File: src/rtl/fifo_pkg.sv
// rtl/fifo_pkg.sv - shared async-FIFO pointer parameters and Gray/binary helpers
package fifo_pkg;

  // Default geometry; the pointer/status controllers derive their own widths from ADDR_SIZE.
  localparam int ADDR_SIZE_DEF = 4;
  localparam int AF_MARGIN_DEF = 2;
  localparam int DEPTH         = 1 << ADDR_SIZE_DEF;
  localparam int PTR_W         = ADDR_SIZE_DEF + 1;

  // Width-agnostic helpers: callers zero-extend into 32 bits and cast the result back down.
  function automatic logic [31:0] bin2gray(input logic [31:0] b);
    return b ^ (b >> 1);
  endfunction

  // Prefix XOR from the MSB down, done as a log-depth shift ladder.
  function automatic logic [31:0] gray2bin(input logic [31:0] g);
    logic [31:0] b;
    b = g;
    b = b ^ (b >> 1);
    b = b ^ (b >> 2);
    b = b ^ (b >> 4);
    b = b ^ (b >> 8);
    b = b ^ (b >> 16);
    return b;
  endfunction

endpackage

File: src/rtl/gray_to_bin.sv
// rtl/gray_to_bin.sv - combinational Gray-to-binary converter (XOR prefix)
module gray_to_bin #(
  parameter int W = 5
) (
  input  logic [W-1:0] gray_i,
  output logic [W-1:0] bin_o
);

  // Each binary bit is the XOR of all Gray bits at and above its position.
  for (genvar i = 0; i < W; i++) begin : g_bit
    assign bin_o[i] = ^gray_i[W-1:i];
  end

endmodule

File: src/rtl/wrt_ptr_full_ctrl.sv
// rtl/wrt_ptr_full_ctrl.sv - async FIFO write-domain pointer, full and level controller
module wrt_ptr_full_ctrl
  import fifo_pkg::*;
#(
  parameter int ADDR_SIZE = ADDR_SIZE_DEF,
  parameter int AF_MARGIN = AF_MARGIN_DEF
) (
  input  logic                 wrt_clk,
  input  logic                 wrt_rst,
  input  logic                 wrt_en,
  input  logic [ADDR_SIZE:0]   sync_rd_ptr,
  output logic [ADDR_SIZE:0]   wrt_ptr,
  output logic [ADDR_SIZE-1:0] wrt_addr,
  output logic                 mem_wen,
  output logic                 wrt_full,
  output logic                 wrt_almost_full,
  output logic                 wrt_overflow,
  output logic [ADDR_SIZE:0]   wrt_level
);

  localparam int PW    = ADDR_SIZE + 1;
  localparam int DEPTH_L = 1 << ADDR_SIZE;
  localparam logic [ADDR_SIZE:0] AF_THRESH = PW'(DEPTH_L - AF_MARGIN);

  logic [ADDR_SIZE:0] wbin_q, wbin_d;
  logic [ADDR_SIZE:0] gray_q, gray_d;
  logic [ADDR_SIZE:0] level_q, level_d;
  logic [ADDR_SIZE:0] rbin;
  logic [ADDR_SIZE:0] full_gray;
  logic               full_q, full_d;
  logic               af_q, af_d;
  logic               ovf_q, ovf_d;
  logic               push;

  gray_to_bin #(.W(PW)) u_rd_g2b (
    .gray_i (sync_rd_ptr),
    .bin_o  (rbin)
  );

  // Next pointer and status, all derived from the post-accept pointer and the synced read pointer
  // so a write and a read advance landing on the same edge are folded together.
  always_comb begin
    push      = wrt_en & ~full_q;
    wbin_d    = wbin_q + {{ADDR_SIZE{1'b0}}, push};
    gray_d    = PW'(bin2gray(32'(wbin_d)));
    // Full when the write pointer is exactly one lap ahead: top two Gray bits inverted.
    full_gray = {~sync_rd_ptr[ADDR_SIZE:ADDR_SIZE-1], sync_rd_ptr[ADDR_SIZE-2:0]};
    full_d    = (gray_d == full_gray);
    level_d   = wbin_d - rbin;
    af_d      = (level_d >= AF_THRESH);
    ovf_d     = wrt_en & full_q;
  end

  // Pointer and status registers; reset clears everything immediately.
  always_ff @(posedge wrt_clk or posedge wrt_rst) begin
    if (wrt_rst) begin
      wbin_q  <= '0;
      gray_q  <= '0;
      level_q <= '0;
      full_q  <= 1'b0;
      af_q    <= 1'b0;
      ovf_q   <= 1'b0;
    end else begin
      wbin_q  <= wbin_d;
      gray_q  <= gray_d;
      level_q <= level_d;
      full_q  <= full_d;
      af_q    <= af_d;
      ovf_q   <= ovf_d;
    end
  end

  // The strobe is gated by reset so an in-flight request never reaches the RAM.
  assign mem_wen         = push & ~wrt_rst;
  assign wrt_addr        = wbin_q[ADDR_SIZE-1:0];
  assign wrt_ptr         = gray_q;
  assign wrt_full        = full_q;
  assign wrt_almost_full = af_q;
  assign wrt_overflow    = ovf_q;
  assign wrt_level       = level_q;

endmodule

File: config.mk
export PLATFORM = sky130hd
export DESIGN_NAME = wrt_ptr_full_ctrl
export DESIGN_NICKNAME = d
export VERILOG_FILES = /design/src/rtl/fifo_pkg.sv /design/src/rtl/gray_to_bin.sv /design/src/rtl/wrt_ptr_full_ctrl.sv
export SDC_FILE = /design/constraint.sdc
export NUM_CORES = 1
export LEC_CHECK = 0
export ABC_AREA = 0
export BUFFER_PORTS_ARGS = -buffer_cell sky130_fd_sc_hd__buf_2
export CAP_MARGIN = 20
export CORE_ASPECT_RATIO = 0.75
export CORE_UTILIZATION = 30
export CTS_CLUSTER_DIAMETER = 150
export CTS_CLUSTER_SIZE = 10
export DETAILED_ROUTE_END_ITERATION = 7
export GPL_TIMING_DRIVEN = 0
export PLACE_DENSITY = 0.5
export REMOVE_ABC_BUFFERS = 1
export SLEW_MARGIN = 20
export SYNTH_ARGS = -nofsm -noshare
export SYNTH_HDL_FRONTEND = slang
export SYNTH_SLANG_ARGS = --single-unit
export TNS_END_PERCENT = 1
File: constraint.sdc
create_clock -name wrt_clk -period 3.3 [get_ports wrt_clk]
set_input_delay 0 -clock wrt_clk [delete_from_list [all_inputs] [get_ports wrt_clk]]
set_output_delay 0 -clock wrt_clk [all_outputs]
set_load 0.1 [all_outputs]
==> flow_summary.json <==
{
  "die-area_um2": 3310,
  "track_usage_pct": 11.5,
  "cts_resized": 0,
  "clock_sinks": 17,
  "yosys_register_bits": 17,
  "post_cts_buffers": 0,
  "hold_path.startpoint": "sync_rd_ptr[0]",
  "fin_crit_sh_pct": 69.6,
  "syn_to_final_growth_pct": 24.8,
  "synth_top_flop_cell": "dfrtp_1",
  "worstPathRequired_ns": 3.44,
  "regToRegStartpoint": "wbin_q[0]",
  "drt_wl_total_um": 1550,
  "synth.avg_cell_area_um2": 12.3,
  "grt_start_max_net_pins": 18,
  "cts_root_buf": "clkbuf_8",
  "io_pins": 26,
  "crit_type": "register to register",
  "antenna_found_initial": 0,
  "clkSlewWorstSetupHoldPaths_ns": 0.07,
  "post_drt_via_cell_ratio": 4.20,
  "period_needed_ns": 2.30,
  "cts_htree_levels": 1,
  "slew_headroom_pct": 57.3,
  "initial_core_util_pct": 31.5,
  "globalplace.congestion": 0.720,
  "core_um2": 2940,
  "vias": 597,
  "worst_clock_skew_ns": 0.00708,
  "drv_cap": 0,
  "ys_top_cells_by_area": "dfrtp_1 (46%), xor2_1 (9.5%), xnor2_1 (8.5%), ha_1 (6.8%), xor2_4 (3.0%)",
  "rsz0062_at_grt": "no",
  "synth_edf_count": 0,
  "grt_pass1_vias": 612,
  "slew_violations": 0,
  "drt_iter0_drc": 40,
  "clock_latency_ns": 0.25,
  "whs_path_depth": 3,
  "synth_cells": 75,
  "place_area_um2": 1090,
  "cts_buffers": 3,
  "hold_viol": 0,
  "postRouteAntennaNets": 0,
  "nNetsFinal": 119,
  "ys_seq_area_share_pct": 46.1,
  "drc": 0,
  "end_kind": "register",
  "arrival_ns": 2.43,
  "grt_overflow_total": 0,
  "yosys.area.top_type_share_pct": 46.1,
  "rr_worst_depth": 8,
  "min_to": "wrt_full",
  "synth_cell_types": 24,
  "drive_gt1_share_pct": 30.8,
  "stdcell_area_um2": 1150,
  "reg2reg_slack_ns": 1.00,
  "floorplan.die.width_um": 66.1,
  "io_buffers": 25,
  "tightest_slew_ns": 0.639,
  "final_core_util_pct": 39.3,
  "cts_hold_buf": 2,
  "dp.final_hpwl_um": 1190,
  "synth_top_area_cell": "dfrtp_1",
  "grt_pass1_wl_um": 2730,
  "timing.rr.end": "wrt_almost_full",
  "cp-start-kind": "register",
  "tns_ns": 0,
  "rows": 17,
  "wl_per_cell_um": 10.9,
  "status": "complete, no violations",
  "syn_area_um2": 923,
  "clockBufferDepth": 2,
  "cp_max_fo": 5,
  "diodes": 0,
  "firstDrtPassIters": 2,
  "hold_path.class": "input pin to register",
  "yosysWarnings": 0,
  "setup_violations": 0,
  "achievable-frequency_mhz": 436,
  "cts_tree": "done",
  "die_h_um": 50.0,
  "async_flop_share_pct": 100,
  "synth_top_cells_by_count": "dfrtp_1 (17), xor2_1 (10), xnor2_1 (9)",
  "yosys.cell_count.top_type": "dfrtp_1"
}
==> worst max-delay path: stages (launching register included) <==
cell and delay, ns:
dfrtp_1 0.40, and3b_1 0.20, ha_1 0.39, inv_1 0.12, fa_1 0.46, nand2b_1 0.16
o21ai_1 0.15, xnor2_1 0.11, a31o_1 0.19
==> kinds of logic after synthesis <==
family	after synthesis	share of synthesized area, %
simple gates	13	8.13
xor+xnor	23	27.8
buf+inv	9	3.79
flops	17	46.1
fa+ha+maj	6	8.94
mux	2	2.17
compound gates	5	3.12
==> placed cells by master, fill, tap and decap left out <==
cell type,n
a21oi_1,2
a31o_1,1
and2_1,2
and2_2,1
and3_1,1
and3b_1,1
buf_2,25
clkbuf_1,1
clkbuf_8,3
dfrtp_1,17
dlygate4sd3_1,2
fa_1,1
ha_1,5
inv_1,7
mux2i_1,2
nand2b_1,3
nand3_1,1
nor2_1,3
nor3_1,1
o21ai_1,2
xnor2_1,9
xnor2_2,1
xnor3_1,1
xnor3_2,1
xor2_1,10
xor2_4,1
==> state kept, by name, summed over array words and instances, names as in the netlist <==
register	count
wrt_full	1
wrt_overflow	1
wbin_q	4
wrt_ptr	5
wrt_level	5
wrt_almost_full	1
==> layer usage <==
metal | part of all wire, % | track usage, % | vias to the layer above | wire (um)
met1 | 48 | 13.8 | 279 | 746
met5 | 0 | 0 | - | 0
met2 | 43 | 17.5 | 22 | 672
met3 | 7.9 | 6.02 | 2 | 122
met4 | 0.71 | 4.26 | 0 | 11
li1 | - | - | 294 | -
==> worst max path at each step <==
stage,start,endpoint,slack (ns),cells after the start
2_1_floorplan,wrt_full,wrt_almost_full,0.55,8
3_3_place_gp,sync_rd_ptr[4],wrt_almost_full,0.89,10
3_5_place_dp,sync_rd_ptr[4],wrt_almost_full,0.86,10
4_1_cts,wbin_q[0],wrt_almost_full,0.97,8
5_1_grt,wrt_full,wrt_almost_full,0.84,8
6_report,wbin_q[0],wrt_almost_full,1.00,8
==> final cells by class <==
cell class,count,area (um2)
Sequential cell,17,425
Tap cell,38,47.5
Clock buffer,4,45.0
Timing Repair Buffer,27,145
Inverter,7,26.3
Fill cell,298,1780
Multi-Input combinational cell,49,463
==> stage by stage <==
step	setup slack (ns)	hold slack, ns	cells
after detailed placement	0.861	0.134	136
final	1.00	0.112	142
after global placement	0.892	0.123	136
after floorplan	0.545	-0.0739	73
after CTS	0.968	0.117	142
after global routing	0.839	0.128	142
Power is left out: the tool's default activity adds up to more than one toggle a clock period on the data nets, which glitch-free logic cannot reach.
